--- config.mk ---
export PLATFORM = sky130hd
export DESIGN_NAME = nn_argmax_classifier
export DESIGN_NICKNAME = d
export VERILOG_FILES = /design/src/rtl/nn_parameters.sv /design/src/rtl/nn_argmax_classifier.sv
export SDC_FILE = /design/constraint.sdc
export NUM_CORES = 1
export LEC_CHECK = 0
export ABC_AREA = 1
export CORE_MARGIN = 10
export CORE_UTILIZATION = 54
export CTS_BUF_LIST = sky130_fd_sc_hd__clkbuf_16
export CTS_CLUSTER_SIZE = 10
export DETAILED_ROUTE_END_ITERATION = 8
export HOLD_SLACK_MARGIN = 0.1
export PLACE_DENSITY_LB_ADDON = 0.3
export SYNTH_ARGS = -nofsm -noshare
export SYNTH_HDL_FRONTEND = slang
export SYNTH_SLANG_ARGS = --single-unit
--- constraint.sdc ---
create_clock -name clk -period 8.55 [get_ports clk]
set_input_delay 1.71 -clock clk [delete_from_list [all_inputs] [get_ports clk]]
set_output_delay 1.71 -clock clk [all_outputs]
set_load 0.01 [all_outputs]
--- src/rtl/nn_parameters.sv ---
// Shared widths, limits and FSM state type for the keyword-spotting network output stages.
package nn_parameters;

  localparam int OUT_SIZE_2 = 10;
  localparam int SCORE_W    = 32;
  localparam int MARGIN_W   = 33;

  // Index width for a given class count; never narrower than one bit.
  function automatic int idx_w(input int n);
    return (n > 1) ? $clog2(n) : 1;
  endfunction

  localparam int CLASS_IDX_W = idx_w(OUT_SIZE_2);

  localparam logic signed [SCORE_W-1:0] SCORE_MIN = {1'b1, {(SCORE_W-1){1'b0}}};

  typedef enum logic [1:0] {
    IDLE,
    SCAN,
    DONE
  } argmax_state_t;

endpackage

--- src/rtl/nn_argmax_classifier.sv ---
// Sequential argmax over the dense-layer scores with threshold/margin detection.
// One score per cycle; result held on a valid/ready handshake until consumed.
module nn_argmax_classifier
  import nn_parameters::*;
#(
  parameter int                          N_CLASSES       = OUT_SIZE_2,
  parameter logic signed [SCORE_W-1:0]   SCORE_THRESHOLD = '0,
  parameter logic        [MARGIN_W-1:0]  MIN_MARGIN      = 33'd256,
  localparam int                         IDX_W           = idx_w(N_CLASSES)
) (
  input  logic                                  clk,
  input  logic                                  rst,
  input  logic                                  in_valid,
  output logic                                  in_ready,
  input  logic [N_CLASSES-1:0][SCORE_W-1:0]     score_vector,
  output logic                                  out_valid,
  input  logic                                  out_ready,
  output logic [IDX_W-1:0]                      class_idx,
  output logic signed [SCORE_W-1:0]             max_score,
  output logic [MARGIN_W-1:0]                   margin,
  output logic                                  detected
);

  argmax_state_t                     state;
  logic [N_CLASSES-1:0][SCORE_W-1:0] latched;
  logic [IDX_W-1:0]                  idx;
  logic signed [SCORE_W-1:0]         best;
  logic signed [SCORE_W-1:0]         second;
  logic [IDX_W-1:0]                  best_idx;

  logic signed [SCORE_W-1:0]         cur;
  logic signed [SCORE_W-1:0]         nxt_best;
  logic signed [SCORE_W-1:0]         nxt_second;
  logic [IDX_W-1:0]                  nxt_best_idx;
  logic [MARGIN_W-1:0]               nxt_margin;
  logic                              nxt_detected;

  localparam logic [IDX_W-1:0] LAST_IDX = IDX_W'(N_CLASSES - 1);

  // Readiness depends only on state and reset, never on out_ready.
  assign in_ready = (state == IDLE) && !rst;

  // Compare/update step. An element equal to best falls through to the
  // second-place test, so exact ties keep the lower index and give margin 0.
  always_comb begin
    cur          = $signed(latched[idx]);
    nxt_best     = best;
    nxt_second   = second;
    nxt_best_idx = best_idx;
    if (cur > best) begin
      nxt_second   = best;
      nxt_best     = cur;
      nxt_best_idx = idx;
    end else if (cur > second) begin
      nxt_second = cur;
    end
    nxt_margin   = {nxt_best[SCORE_W-1], nxt_best} - {nxt_second[SCORE_W-1], nxt_second};
    nxt_detected = (nxt_best >= SCORE_THRESHOLD) && (nxt_margin >= MIN_MARGIN);
  end

  always_ff @(posedge clk) begin
    if (rst) begin
      state     <= IDLE;
      latched   <= '0;
      idx       <= '0;
      best      <= SCORE_MIN;
      second    <= SCORE_MIN;
      best_idx  <= '0;
      out_valid <= 1'b0;
      class_idx <= '0;
      max_score <= '0;
      margin    <= '0;
      detected  <= 1'b0;
    end else begin
      case (state)
        IDLE: begin
          if (in_valid) begin
            latched  <= score_vector;
            idx      <= '0;
            best     <= SCORE_MIN;
            second   <= SCORE_MIN;
            best_idx <= '0;
            state    <= SCAN;
          end
        end
        SCAN: begin
          best     <= nxt_best;
          second   <= nxt_second;
          best_idx <= nxt_best_idx;
          if (idx == LAST_IDX) begin
            class_idx <= nxt_best_idx;
            max_score <= nxt_best;
            margin    <= nxt_margin;
            detected  <= nxt_detected;
            out_valid <= 1'b1;
            state     <= DONE;
          end else begin
            idx <= idx + 1'b1;
          end
        end
        DONE: begin
          if (out_ready) begin
            out_valid <= 1'b0;
            state     <= IDLE;
          end
        end
        default: state <= IDLE;
      endcase
    end
  end

endmodule
==> results.json <==
{
  "synth_seq_cells": 465,
  "worst-path-max-fanout": 92,
  "cts_sinks": 465,
  "leakage_nw": 12.75,
  "synth_fa_ha_area_share_pct": 4.900,
  "dr_total_vias": 25290,
  "cts_buffers": 53,
  "max-clock-path-buffers": 3,
  "root_buffer": "clkbuf_16",
  "pwr-share-comb_pct": 48.1,
  "max_stage_delay_ps": 850,
  "fin_crit_ps": 7322,
  "maxCapViolCount": 0,
  "clkTransAtPathRegs_ps": 60,
  "grt_pass1_wl_um": 137000,
  "overflow": 0,
  "dieArea_um2": 53590,
  "power.density_nw_per_um2": 286.1,
  "htreeDepth": 2,
  "min_path_type": "flip-flop to flip-flop",
  "layout.cells.non_filler": 4501,
  "met1_usage_pct": 41.03,
  "layout-drive-gt1-share_pct": 4.487,
  "antenna_left": 0,
  "grt_pass1_vias": 23650,
  "cp-end-kind": "flip-flop",
  "fillers": 3948,
  "rows": 77,
  "wl_um": 90430,
  "syn-instance-count": 3637,
  "postLayoutCellArea_um2": 29720,
  "dp.cells": 4426,
  "grt.total_usage_pct": 32.47,
  "relSlewSlack_pct": 12.41,
  "holdBufCountCts": 0,
  "synth_xor_area_share_pct": 0.4662,
  "cts_tree": "done",
  "clock_latency_ps": 620,
  "initial_core_util_pct": 54.63,
  "worst-setup-path-type": "flip-flop to flip-flop",
  "dr.first_iter.drc_count": 2746,
  "firstDrtPassIters": 6,
  "muxShareOfSynthArea_pct": 0,
  "wire_per_inst_um": 20.09,
  "io_pins": 396,
  "syn2layout_area_growth_pct": 23.02,
  "arrival_ps": 7770,
  "ir_drop_v": 0.0002052,
  "grt_setup_unrepaired": "no",
  "synth-main-ff-cell": "dfxtp_1",
  "post_dp_cell_area_um2": 28280,
  "synth_fp_nets": 4055,
  "drc": 0,
  "finalSetupViolCount": 0,
  "seq_power_share_pct": 28.6,
  "tightest_slew_ps": 1314,
  "finClkSkew_ps": 38.10,
  "post_cts_buffers": 0,
  "p_switching_mw": 3.786,
  "outcome": "completed",
  "switching_share_pct": 44.53,
  "syn-cell-area_um2": 24160,
  "cpMostUsedCell": "nand2_1",
  "coreArea_um2": 44220,
  "grt_max_degree": 276,
  "gp_congestion": 1.002,
  "via_per_inst": 5.619,
  "fin_total_pwr_mw": 8.502,
  "hpwl_um": 68480,
  "die_x_um": 231.5,
  "port_buffers": 395,
  "post_synth.cell_area_avg_um2": 6.642,
  "final_common_cell": "nor2_1",
  "startpoint_type": "flip-flop",
  "mostFrequentLayoutCells": "nor2_1, o21ai_0, nand2_1",
  "met2_usage_pct": 52.52,
  "fin_crit_sh_pct": 85.63,
  "tns_ps": 0,
  "synth_edf_count": 0,
  "nNetsFinal": 4307,
  "whs_ps": 461.0,
  "synth.yosys.seq_area_share_pct": 38.54,
  "power_frac_clock_pct": 23.3,
  "intPower_mw": 4.716,
  "yosys_warnings": 0,
  "die_y_um": 231.5,
  "synth_top_family_by_area": "simple AND/OR/NAND/NOR gates",
  "fmax_mhz": 136.6,
  "maxSlewViolCount": 0,
  "critPathSlowestCell": "o21ai_0",
  "ys_types": 47,
  "synth-simple-area-share_pct": 28.38,
  "async_flop_share_pct": 0,
  "grtUsageMet3_pct": 7.757,
  "crit_required_ps": 8990,
  "grt_antenna_before_repair": 11,
  "busiest_layer": "met2",
  "cts_resized": 0,
  "synth_compound_area_share_pct": 20.20,
  "hold_viol": 0
}
-- power by group through the flow --
stage	clock network [mW]	logic [mW]	registers, mW
after floorplan	0	2.75	2.44
after global placement	0	4.01	2.47
after detailed placement	0	3.99	2.48
after CTS	1.99	4.01	2.43
after global routing	2.07	4.52	2.45
final	1.98	4.09	2.43
-- area by class of cell --
cell class / instances / area (um^2) / share of cell area [%]
diodes: 9 / 22.52 / 0.07578
clock buffers: 53 / 1326 / 4.463
clock inverters: 13 / 93.84 / 0.3158
inverters: 242 / 925.9 / 3.116
multi-input cells: 2698 / 13060 / 43.95
flip-flops and latches: 465 / 9315 / 31.34
well taps: 592 / 740.7 / 2.492
repair buffers: 429 / 4232 / 14.24
-- flip-flops by register name, summed over array words and instances (netlist names) --
register and count:
margin 33, class_idx 4, second 32, detected 1
best_idx 4, latched 320, out_valid 1, idx 4
state 2, best 32, max_score 32
-- per-stage QoR --
stage	utilization [%]	worst slack (ps)
after floorplan	-	2615
final	67.20	1228
after global routing	67.18	598.7
after global placement	63.94	1409
after CTS	67.15	1344
after detailed placement	63.94	1381
-- cells by family (layout without fill, tap and decap cells) --
family	Yosys count	count (layout)
compound gates	891	891
fa+ha+maj	94	94
flops	465	465
other cells	0	9
xor+xnor	12	12
buf+inv	474	737
simple gates	1701	1701
-- critical path, delay by kind of cell (launching register included) --
family,cells,cell delay (ps)
adder cells (fa/ha/maj),2,650
AND/OR/NAND/NOR,19,1810
AO/OA/AOI/OAI,9,2460
buffers and inverters,5,1800
flip-flops,1,360
-- cell usage after synthesis, drive strengths merged, types with 27 or more instances --
master    n  area, um^2
ha       93        1164
nand3    80       447.9
nand4    30       200.2
or2      27       168.9
a21oi   174       874.6
nand2   580        2220
o211ai   44       330.3
clkbuf  217       814.5
dfxtp   465        9309
o221ai   41       359.1
inv     238       893.4
nor2    957        3625
o21ai   583        2933
-- final timing paths --
| kind | startpoint | end | slack, ps | cells past startpoint |
|---|---|---|---|---|
| max reg2reg | idx[0] | detected | 1230 | 35 |
| min | out_valid | out_valid | 460 | 2 |
| min reg2reg | out_valid | out_valid | 460 | 2 |
| max | idx[0] | detected | 1230 | 35 |
-- routing by layer --
| metal | up-vias | share of wire (%) |
|---|---|---|
| li1 | 12370 | - |
| met1 | 11570 | 41 |
| met2 | 1147 | 46 |
| met3 | 201 | 9.4 |
| met4 | 6 | 3.8 |
| met5 | - | 0.045 |
No activity file was read; power rests on OpenSTA's default activity.
